<file path="config.mk">
export PLATFORM = sky130hd
export DESIGN_NAME = mem_controller_rr
export DESIGN_NICKNAME = d
export VERILOG_FILES = /design/src/rtl/mem_ctrl_pkg.sv /design/src/rtl/mem_ctrl_rr_pick.sv /design/src/rtl/mem_controller_rr.sv
export SDC_FILE = /design/constraint.sdc
export NUM_CORES = 1
export LEC_CHECK = 0
export ABC_CLOCK_PERIOD_IN_PS = 4150
export CAP_MARGIN = 15
export CORE_MARGIN = 1
export CORE_UTILIZATION = 41
export CTS_CLUSTER_DIAMETER = 30
export DETAILED_ROUTE_END_ITERATION = 12
export PLACE_DENSITY = 0.8
export SYNTH_ARGS = -nofsm -noshare
export SYNTH_HDL_FRONTEND = slang
export SYNTH_HIERARCHICAL = 1
export SYNTH_SLANG_ARGS = --single-unit
</file>
<file path="constraint.sdc">
create_clock -name clk -period 4.15 [get_ports clk]
set_input_delay 0.415 -clock clk [delete_from_list [all_inputs] [get_ports clk]]
set_output_delay 0.415 -clock clk [all_outputs]
set_load 0.02 [all_outputs]
</file>
<file path="src/rtl/mem_ctrl_pkg.sv">
// Shared types and helpers for the round-robin multi-channel memory controller.
package mem_ctrl_pkg;

    typedef enum logic [2:0] {
        IDLE        = 3'd0,
        READ_WAIT   = 3'd1,
        WRITE_WAIT  = 3'd2,
        READ_RELAY  = 3'd3,
        WRITE_RELAY = 3'd4
    } ctrl_state_e;

    // Consumer index width; never below one bit so a two-consumer build still has an index.
    function automatic int idx_width(input int n);
        return (n > 2) ? $clog2(n) : 1;
    endfunction

endpackage

</file>
<file path="src/rtl/mem_ctrl_rr_pick.sv">
// Combinational round-robin picker: first eligible consumer at or after rr_ptr, wrapping mod N.
module mem_ctrl_rr_pick
    import mem_ctrl_pkg::*;
#(
    parameter int NUM_CONSUMERS = 4,
    parameter int IDX_W         = idx_width(NUM_CONSUMERS)
) (
    input  logic [NUM_CONSUMERS-1:0] eligible,
    input  logic [IDX_W-1:0]         rr_ptr,
    output logic                     found,
    output logic [IDX_W-1:0]         index
);

    localparam logic [IDX_W:0] N_W = (IDX_W+1)'(NUM_CONSUMERS);

    logic [IDX_W:0] cand;

    // Explicit wrap keeps non-power-of-two consumer counts in range.
    always_comb begin
        found = 1'b0;
        index = '0;
        cand  = '0;
        for (int k = 0; k < NUM_CONSUMERS; k++) begin
            cand = {1'b0, rr_ptr} + (IDX_W+1)'(k);
            if (cand >= N_W) begin
                cand = cand - N_W;
            end
            if (!found && eligible[cand[IDX_W-1:0]]) begin
                found = 1'b1;
                index = cand[IDX_W-1:0];
            end
        end
    end

endmodule

</file>
<file path="src/rtl/mem_controller_rr.sv">
// Multi-channel memory controller: round-robin consumer arbitration onto NUM_CHANNELS memory
// channels with single-channel ownership per consumer and read-before-write on the same consumer.
module mem_controller_rr
    import mem_ctrl_pkg::*;
#(
    parameter int ADDR_BITS     = 8,
    parameter int DATA_BITS     = 16,
    parameter int NUM_CONSUMERS = 4,
    parameter int NUM_CHANNELS  = 1,
    parameter int WRITE_ENABLE  = 1
) (
    input  logic                                    clk,
    input  logic                                    reset,
    input  logic [NUM_CONSUMERS-1:0]                consumer_read_valid,
    input  logic [NUM_CONSUMERS-1:0][ADDR_BITS-1:0] consumer_read_address,
    output logic [NUM_CONSUMERS-1:0]                consumer_read_ready,
    output logic [NUM_CONSUMERS-1:0][DATA_BITS-1:0] consumer_read_data,
    input  logic [NUM_CONSUMERS-1:0]                consumer_write_valid,
    input  logic [NUM_CONSUMERS-1:0][ADDR_BITS-1:0] consumer_write_address,
    input  logic [NUM_CONSUMERS-1:0][DATA_BITS-1:0] consumer_write_data,
    output logic [NUM_CONSUMERS-1:0]                consumer_write_ready,
    output logic [NUM_CHANNELS-1:0]                 mem_read_valid,
    output logic [NUM_CHANNELS-1:0][ADDR_BITS-1:0]  mem_read_address,
    input  logic [NUM_CHANNELS-1:0]                 mem_read_ready,
    input  logic [NUM_CHANNELS-1:0][DATA_BITS-1:0]  mem_read_data,
    output logic [NUM_CHANNELS-1:0]                 mem_write_valid,
    output logic [NUM_CHANNELS-1:0][ADDR_BITS-1:0]  mem_write_address,
    output logic [NUM_CHANNELS-1:0][DATA_BITS-1:0]  mem_write_data,
    input  logic [NUM_CHANNELS-1:0]                 mem_write_ready,
    output logic [NUM_CHANNELS-1:0]                 channel_busy,
    output ctrl_state_e [NUM_CHANNELS-1:0]          channel_state
);

    // Handshake: a consumer holds valid (and its address/data) until it sees ready; the
    // controller then holds ready until valid drops. The memory side raises ready for the
    // channel's outstanding request; ready outside a WAIT state carries no meaning.

    localparam int              IDX_W    = idx_width(NUM_CONSUMERS);
    localparam logic [IDX_W-1:0] LAST_IDX = IDX_W'(NUM_CONSUMERS - 1);

    logic [NUM_CHANNELS-1:0][IDX_W-1:0] owner;
    logic [NUM_CONSUMERS-1:0]           owned;
    logic [IDX_W-1:0]                   rr_ptr;
    logic [NUM_CONSUMERS-1:0]           write_req;
    logic [NUM_CONSUMERS-1:0]           avail [NUM_CHANNELS+1];
    logic [NUM_CHANNELS-1:0]            pick_found;
    logic [NUM_CHANNELS-1:0]            grant;
    logic [IDX_W-1:0]                   pick_idx [NUM_CHANNELS];
    logic                               any_grant;
    logic [IDX_W-1:0]                   last_idx;
    logic [IDX_W-1:0]                   rr_next;

    assign write_req = (WRITE_ENABLE != 0) ? consumer_write_valid : '0;
    assign avail[0]  = (consumer_read_valid | write_req) & ~owned;

    // Channels pick in ascending order; each removes its grant from the mask seen by the next.
    for (genvar ch = 0; ch < NUM_CHANNELS; ch++) begin : g_chan
        mem_ctrl_rr_pick #(
            .NUM_CONSUMERS(NUM_CONSUMERS),
            .IDX_W        (IDX_W)
        ) u_pick (
            .eligible(avail[ch]),
            .rr_ptr  (rr_ptr),
            .found   (pick_found[ch]),
            .index   (pick_idx[ch])
        );

        assign grant[ch]      = pick_found[ch] && (channel_state[ch] == IDLE);
        assign avail[ch+1]    = grant[ch] ? (avail[ch] & ~(NUM_CONSUMERS'(1) << pick_idx[ch]))
                                          : avail[ch];
        assign channel_busy[ch] = (channel_state[ch] != IDLE);
    end

    always_comb begin
        any_grant = 1'b0;
        last_idx  = '0;
        for (int ch = 0; ch < NUM_CHANNELS; ch++) begin
            if (grant[ch]) begin
                any_grant = 1'b1;
                last_idx  = pick_idx[ch];
            end
        end
        rr_next = (last_idx == LAST_IDX) ? '0 : last_idx + 1'b1;
    end

    always_ff @(posedge clk or posedge reset) begin
        if (reset) begin
            for (int ch = 0; ch < NUM_CHANNELS; ch++) begin
                channel_state[ch] <= IDLE;
            end
            owner                <= '0;
            owned                <= '0;
            rr_ptr               <= '0;
            consumer_read_ready  <= '0;
            consumer_read_data   <= '0;
            consumer_write_ready <= '0;
            mem_read_valid       <= '0;
            mem_read_address     <= '0;
            mem_write_valid      <= '0;
            mem_write_address    <= '0;
            mem_write_data       <= '0;
        end else begin
            if (any_grant) begin
                rr_ptr <= rr_next;
            end
            for (int ch = 0; ch < NUM_CHANNELS; ch++) begin
                case (channel_state[ch])
                    IDLE: begin
                        if (grant[ch]) begin
                            owner[ch]              <= pick_idx[ch];
                            owned[pick_idx[ch]]    <= 1'b1;
                            // A consumer asking for both is served its read first.
                            if (consumer_read_valid[pick_idx[ch]]) begin
                                channel_state[ch]    <= READ_WAIT;
                                mem_read_valid[ch]   <= 1'b1;
                                mem_read_address[ch] <= consumer_read_address[pick_idx[ch]];
                            end else if (WRITE_ENABLE != 0) begin
                                channel_state[ch]     <= WRITE_WAIT;
                                mem_write_valid[ch]   <= 1'b1;
                                mem_write_address[ch] <= consumer_write_address[pick_idx[ch]];
                                mem_write_data[ch]    <= consumer_write_data[pick_idx[ch]];
                            end
                        end
                    end
                    READ_WAIT: begin
                        if (mem_read_ready[ch]) begin
                            mem_read_valid[ch]              <= 1'b0;
                            consumer_read_ready[owner[ch]]  <= 1'b1;
                            consumer_read_data[owner[ch]]   <= mem_read_data[ch];
                            channel_state[ch]               <= READ_RELAY;
                        end
                    end
                    WRITE_WAIT: begin
                        if (mem_write_ready[ch]) begin
                            mem_write_valid[ch]             <= 1'b0;
                            consumer_write_ready[owner[ch]] <= 1'b1;
                            channel_state[ch]               <= WRITE_RELAY;
                        end
                    end
                    READ_RELAY: begin
                        if (!consumer_read_valid[owner[ch]]) begin
                            consumer_read_ready[owner[ch]] <= 1'b0;
                            owned[owner[ch]]               <= 1'b0;
                            channel_state[ch]              <= IDLE;
                        end
                    end
                    WRITE_RELAY: begin
                        if (!consumer_write_valid[owner[ch]]) begin
                            consumer_write_ready[owner[ch]] <= 1'b0;
                            owned[owner[ch]]                <= 1'b0;
                            channel_state[ch]               <= IDLE;
                        end
                    end
                    default: begin
                        channel_state[ch] <= IDLE;
                    end
                endcase
            end
        end
    end

endmodule

</file>
**Word level (Yosys, flattened, before mapping)**

Index checks and enable logic that the tools add are counted.

- Input bits: 156
- Flip-flop bits (word level): 117
- Output and inout port bits: 110
- Word-level logic and storage cells: 151

- Bitwise logic cells: 11
- $lt $le $gt $ge: 12
- Mux-type cells: 67
- Equality and inequality tests: 12
- Reduce and logical (&&, ||, !) cells: 26
- Add/subtract/negate cells: 8

Operator list:

| cell | count |
|---|---|
| 64-bit bitwise mux | 1 |
| 16-bit binary-select mux with 2-bit select | 1 |
| 8-bit binary-select mux with 2-bit select | 2 |
| 16-bit demux with 2-bit select | 1 |
| 16-bit 2-to-1 mux | 2 |
| 4-bit 2-to-1 mux | 7 |
| 2-bit 2-to-1 mux | 11 |
| 1-bit 2-to-1 mux | 20 |
| 2-bit by 3-bit < comparator with 1-bit output (second input constant) | 6 |
| 4-bit AND | 4 |
| 8-bit 2-to-1 mux | 2 |
| 4-bit bitwise OR | 4 |
| 4-bit one-hot mux with 2 select lines | 2 |
| 3-bit 2-to-1 mux | 5 |
| 3-bit one-hot mux with 5 select lines | 1 |
| 1-bit binary-select mux with 2-bit select | 7 |
| 2-bit != test (second input constant) | 6 |
| 4-bit one-hot mux with 3 select lines | 1 |
| 3-bit AND reduction | 4 |
| 4-bit AND reduction | 3 |
| 3-bit >= comparator (second input constant) | 3 |
| 4-bit inverter | 2 |
| 2-bit nonzero test | 4 |
| 2-bit by 1-bit subtractor with 2-bit output (second input constant) | 4 |
| other kinds (19) | 33 |

**Depth between registers and ports, before layout**

Gate-level depths: netlist of the first run.

- Depth in word-level cells: 21
- Depth in mapped cells: 10
- Gate-level depth less buffers: 8

**Cells and area by module**

The synthesis of the first run kept the hierarchy.

By module, submodules not included:

| module | area an instance (um2) | times used | cells each | seq. area each (um2) |
|---|---|---|---|---|
| mem_controller_rr | 5540.3 | 1 | 353 | 2927.8 |
| mem_ctrl_rr_pick | 77.6 | 1 | 15 | 0.0 |

**Worst setup path before layout of the first run**

OpenSTA, ideal clock, no wires.

- Path type: input port to flip-flop
- Start point: in consumer_read_valid[1]
- End point: reg mem_write_data[10] in the netlist's numbering
- Slack: 1.547 ns
- Arrival: 2.478 ns
- Buffers on the path: 2
- Required time: 4.025 ns
- Stages on the path: 10
- Library setup time: 0.125 ns
- Cells stage by stage: nor2_1 nor2_1 inv_1 a221o_1 a21oi_1 mux4_2 nor2b_2 buf_6 buf_12 mux2_4

RTL lines:

| what | RTL line | source |
|---|---|---|
| start, declared | mem_controller_rr.sv:14 | `input logic [NUM_CONSUMERS-1:0] consumer_read_valid,` |
| end signal, assigned by index | mem_controller_rr.sv:121 | `mem_write_data[ch] <= consumer_write_data[pick_idx[ch]];` |
| end, declared | mem_controller_rr.sv:28 | `output logic [NUM_CHANNELS-1:0][DATA_BITS-1:0] mem_write_data,` |

==> results.py, run 1 <==
metrics = {
    "power": {
        "power.total_uw": 7630,
        "ir_drop_uv": 438,
        "leakage_uw": 0.00369,
        "power_density_nw_per_um2": 846,
    },
    "floorplan": {
        "die_area_um2": 14200,
        "fp-row-count": 42,
        "die_x_um": 119,
        "io_pins": 266,
        "dieHeight_um": 119,
        "fp.coreArea_um2": 13300,
        "start_util": 0.423,
    },
    "clock_network": {
        "tritoncts": "done",
        "cts_hold_buffers": 0,
        "cts_root_buffer": "clkbuf_16",
        "clk-insertion-delay-late_ns": 0.40,
        "clk_pin_slew_ns": 0.06,
        "cts_buffers": 17,
        "post-cts-setup-buffers": 0,
        "h-tree-depth": 4,
        "clock_path_buffers": 2,
        "clock-sinks": 117,
        "cts_resized": 0,
    },
    "synth": {
        "syn-num-nets": 524,
        "synth_seq_area_share": 0.521,
        "synth_top_area_share": 0.521,
        "yosysMostFrequentCell": "dfrtp_1",
        "postSynthAreaPerCell_um2": 15.3,
        "async_reset_ff_frac": 1.00,
        "synth_common_cells": "dfrtp_1, mux2_2, mux4_2",
        "synth.distinct_cells": 45,
        "synth_ff_type": "dfrtp_1",
        "ys_warn_count": 6,
        "synth_area_um2": 5620,
        "syn_inst": 368,
        "synth_top_area_cell": "dfrtp_1",
        "ys_seq_elements": 117,
        "synth_edf_count": 0,
        "synthTopCellsByArea": "dfrtp_1, mux4_2, mux2_2",
    },
    "run": {
        "maxCapViolCount": 0,
    },
    "grt": {
        "grt_antenna_before_repair": 0,
        "grt_first_pass_wirelength_um": 25600,
        "grt_use_total": 0.239,
        "grt_pass1_vias": 4800,
        "grt_overflow": 0,
        "grt_max_degree": 58,
    },
    "cells_and_area": {
        "antenna_cells": 0,
        "nets": 793,
        "stdcell_count": 826,
        "drive_gt1_frac": 0.265,
        "fillers": 975,
        "area_growth_pct": 60.6,
        "utilization": 0.679,
        "multiInputGateArea_um2": 2500,
        "seq_area_um2": 2930,
    },
    "sta": {
        "max_freq_mhz": 322,
        "maxSlewViolCount": 0,
        "hold_violations": 0,
        "rsz0062_at_grt": "false",
        "fin_crit_sh": 0.748,
        "worst_slew_pin_slew_ns": 0.973,
        "setup_viol": 0,
        "fin_setup_tns_ns": 0,
        "maxSlewHeadroom": 0.351,
        "fin_crit_ns": 3.10,
        "skew_ns": 0.00789,
        "fin_ws_ns": 1.05,
    },
    "detailed_routing": {
        "wl_met2_um": 8410,
        "drtPass1Iterations": 4,
        "drc": 0,
        "top_layer_used": "met4",
        "routed_via_density": 5.23,
        "ant_nets": 0,
        "vias": 4324,
        "first_iter_violations": 308,
        "wl_per_cell_um": 19.4,
        "route.met3.wl_um": 816,
        "drt-total-wl_um": 16100,
        "wl_met1_um": 6390,
    },
    "critical_path": {
        "critical_path_buf_inv_count": 4,
        "cp.required_ns": 4.44,
        "crit_slowest_cell": "mux4_2",
        "cpPeakStageDelay_ns": 0.60,
        "arrival_ns": 3.39,
        "path_cells": "clkdlybuf4s50_1 -> nor2_1 -> nor2_1 -> inv_1 -> a221o_1 -> a21oi_4 -> buf_4 -> mux4_2 -> nor2b_4 -> buf_12 -> mux2_2",
        "cp_common_cell": "nor2_1",
        "cp-end-kind": "flop",
        "start_kind": "primary input",
        "reg2reg_depth": 9,
        "critPathMaxFanout": 25,
        "crit_family": "buffers and inverters",
        "worstSetupPathType": "primary input to flop",
        "cp.depth": 11,
    },
    "placed_design": {
        "place_inst": 794,
        "gp_congestion": 0.915,
        "place_hpwl_um": 12100,
        "io_buffers": 265,
        "dp_slack_ns": 0.641,
    },
    "status": {
        "outcome": "completed",
    },
    "hold_path": {
        "min_path_type": "primary input to asynchronous set/reset pin",
    },
}
sequential cells by signal, summed over array words and instances (netlist names), named ones only:
name,count
mem_write_valid,1
owner,2
mem_write_address,8
mem_read_valid,1
rr_ptr,2
channel_state,3
mem_write_data,16
consumer_read_data,64
mem_read_address,8
owned,4
metal layers:
layer  up-vias  GRT usage
met4         0     0.0941
met5         -          0
met2       178      0.412
met3        31     0.0522
li1       1926          -
met1      2189      0.291
through the flow:
step / area, um2 / hold slack [ns]
2_1_floorplan: 5620 / 0.538
3_3_place_gp: 8430 / 0.463
3_5_place_dp: 8430 / 0.470
4_1_cts: 9020 / 0.483
5_1_grt: 9020 / 0.497
6_report: 9020 / 0.474
final cells by class:
type | count | share of cell area
Clock inverter | 14 | 0.0171
Clock buffer | 18 | 0.0487
Sequential cell | 117 | 0.324
Tap cell | 176 | 0.0244
Inverter | 14 | 0.00610
Timing Repair Buffer | 273 | 0.302
Multi-Input combinational cell | 214 | 0.277
cell families after synthesis:
family	synth area share
DFF	0.521
muxes	0.351
xor gates and xnor gates	0.00156
AOI/OAI and AO/OA	0.0390
and+or+nand+nor	0.0490
buffers and inverters	0.0381
power breakdown:
group / switching [uW] / internal [uW]
logic: 1850 / 2230
registers: 402 / 1720
clock network: 529 / 904
worst paths after layout:
path	startpoint	endpoint	slack [ns]
max	consumer_read_valid[1]	mem_write_address[0]	1.05
min	reset	mem_read_address[4]	0.47
max reg2reg	owned[1]	mem_write_address[0]	1.27
min reg2reg	mem_write_valid	mem_write_valid	0.48
max in group asynchronous	reset	mem_write_data[1]	2.70
min in group clk	mem_write_valid	mem_write_valid	0.48
layout by cell type, fill, tap and decap left out, drive strengths merged, types with 4 or more instances in the layout:
cell / netlist / routed
mux4: 34 / 34
clkbuf: 3 / 18
nand2: 7 / 7
nor2: 12 / 12
clkdlybuf4s50: 0 / 265
dfrtp: 117 / 117
mux2: 100 / 100
o21ai: 5 / 5
a31oi: 6 / 6
a21oi: 15 / 15
nor2b: 4 / 4
buf: 20 / 8
inv: 14 / 16
clkinv: 0 / 7
worst register-to-register path: cells and delay by family (launching register included):
kind / cells / cell delay (ns)
AO/OA/AOI/OAI: 2 / 0.55
buffers and inverters: 3 / 0.50
flip-flops: 1 / 0.40
multiplexers: 2 / 0.96
AND/OR/NAND/NOR: 2 / 0.36
Note: power is estimated with default switching activity, not from simulation.
==> inputs of run 2 (changes only) <==
- ABC_CLOCK_PERIOD_IN_PS: 4150 -> 3000
- clock period: 4.15 -> 3 ns (I/O delays scaled with it)
==> run 2 against run 1 <==
  * Via count is 0.95% lower
  * Sequential share of layout area is 0.43 points lower
  * Clock-buffer cell count fell by 1
  * Worst hold slack lost 0.061 ns
  * Non-clock buffer count grew 11
  * Global-route usage is 0.48 points higher
  * Register-to-register slack lost 0.85 ns
  * Routed wire length is 2.5% higher
  * Largest cell class unchanged
  * Highest routed layer unchanged
==> results.py, run 2 (synthesis gave the netlist of run 1 again) <==
metrics = {
    "status": {
        "outcome": "completed",
    },
    "cells_and_area": {
        "area_growth_pct": 62.8,
        "final_cell_mix": "clkdlybuf4s50_1, dfrtp_1, mux2_2",
        "seq_area_um2": 2930,
        "utilization": 0.688,
        "reg.largest.list": "consumer_read_data: 64 flops, mem_write_data: 16 flops",
        "largest_reg_flops": 64,
        "stdcell_area_um2": 9150,
        "drive_gt1_frac": 0.277,
        "top_register": "consumer_read_data",
        "fillers": 927,
        "multiInputGateArea_um2": 2500,
        "stdcell_count": 837,
        "antenna_cells": 0,
        "final_common_cell": "clkdlybuf4s50_1",
        "nets": 804,
    },
    "sta": {
        "worst_slew_pin_slew_ns": 0.893,
        "maxSlewViolCount": 0,
        "fin_crit_ns": 2.63,
        "max_freq_mhz": 381,
        "fin_setup_tns_ns": 0,
        "fin_crit_sh": 0.876,
        "maxSlewHeadroom": 0.403,
        "setup_viol": 0,
        "hold_violations": 0,
        "skew_ns": 0.0132,
        "rsz0062_at_grt": "false",
    },
    "clock_network": {
        "cts_hold_buffers": 0,
        "cts_buffers": 17,
        "clk-insertion-delay-late_ns": 0.41,
        "cts_root_buffer": "clkbuf_16",
        "clk_pin_slew_ns": 0.06,
        "post-cts-setup-buffers": 0,
        "cts_resized": 0,
        "h-tree-depth": 4,
        "clock-sinks": 117,
        "clock_path_buffers": 2,
        "tritoncts": "done",
    },
    "critical_path": {
        "startpoint": "consumer_read_valid[1]",
        "path_cells": "clkdlybuf4s50_1 -> nor2_1 -> nor2_1 -> inv_1 -> a221o_1 -> a21oi_4 -> mux4_2 -> nor2b_4 -> buf_12 -> mux2_2",
        "cpPeakStageDelay_ns": 0.56,
        "critical_path_buf_inv_count": 3,
        "arrival_ns": 2.92,
        "critPathMaxFanout": 17,
        "crit_slowest_cell": "mux4_2",
        "r2r-start": "owned[1]",
        "cp.required_ns": 3.29,
        "crit_family": "multiplexers",
        "start_kind": "primary input",
        "worstSetupPathType": "primary input to flop",
        "cp-end-kind": "flop",
        "cp_common_cell": "nor2_1",
    },
    "detailed_routing": {
        "vias": 4283,
        "drc": 0,
        "drt-total-wl_um": 16500,
        "ant_nets": 0,
        "wl_per_cell_um": 19.7,
        "drtPass1Iterations": 4,
        "routed_via_density": 5.12,
        "first_iter_violations": 238,
    },
    "run": {
        "maxCapViolCount": 0,
    },
    "floorplan": {
        "fp.coreArea_um2": 13300,
        "dieHeight_um": 119,
        "die_area_um2": 14200,
        "io_pins": 266,
        "start_util": 0.423,
        "die_x_um": 119,
        "fp-row-count": 42,
    },
    "placed_design": {
        "gp_congestion": 0.869,
        "placed_area_um2": 8550,
        "place_hpwl_um": 12300,
        "place_inst": 805,
        "io_buffers": 265,
    },
    "grt": {
        "grt_overflow": 0,
        "grt_use_total": 0.244,
        "grt_pass1_vias": 4702,
        "grt_antenna_before_repair": 0,
        "grt_max_degree": 54,
        "grt_first_pass_wirelength_um": 26200,
    },
    "power": {
        "ir_drop_uv": 596,
        "leakage_uw": 0.00376,
        "power_density_nw_per_um2": 1170,
        "power.total_uw": 10700,
    },
    "hold_path": {
        "min_path_type": "primary input to asynchronous set/reset pin",
    },
}
[run 2: changes by cell type in the layout (fill, tap and decap cells not counted)]
cell	change
inv_8	+1
clkinvlp_4	-1
clkinv_4	-3
buf_12	+3
inv_4	-1
inv_6	+5
clkbuf_8	-1
buf_4	+8
[run 2: final cells by class]
class                      count  share of cell area
clock inverter                15              0.0183
inverter                      14             0.00616
multi-input combinational    214               0.274
timing repair buffer         284               0.311
sequential                   117               0.320
clock buffer                  17              0.0465
tap                          176              0.0241
[run 2: per-stage QoR]
stage / worst slack [ns] / hold slack, ns
2_1_floorplan: 0.463 / 0.432
5_1_grt: 0.277 / 0.455
6_report: 0.372 / 0.413
3_5_place_dp: -0.0370 / 0.469
4_1_cts: 0.391 / 0.430
3_3_place_gp: 0.0209 / 0.463
[run 2: metal layers]
metal  GRT usage  wire length (um)  part of all wire  vias to the layer above
li1            -                 -                 -                     1945
met1       0.305              6640              0.40                     2160
met2       0.421              8830              0.54                      163
met3      0.0536               727             0.044                       15
met4      0.0728               253             0.015                        0
met5           0                 0                 0                        -
[run 2: final timing paths]
path | endpoint | slack, ns | cells after the start
max reg2reg | mem_write_address[1] | 0.42 | 8
max | mem_write_address[1] | 0.37 | 10
max in group asynchronous | consumer_read_data[11] | 1.80 | 3
min in group clk | mem_write_valid | 0.47 | 1
min reg2reg | mem_write_valid | 0.47 | 1
min | mem_read_address[3] | 0.41 | 2
[run 2: worst register-to-register path: stages, from the launching register on]
cell and delay [ns]:
dfrtp_1 0.39, nor2_1 0.14, inv_1 0.08, a221o_1 0.39
a21oi_4 0.18, mux4_2 0.56, nor2b_4 0.18, buf_12 0.20
mux2_2 0.35
[run 2: power breakdown]
part | internal [uW] | switching, uW | total (uW)
registers | 2380 | 544 | 2920
clock network | 1250 | 787 | 2030
logic | 3180 | 2580 | 5770
total | 6810 | 3910 | 10700
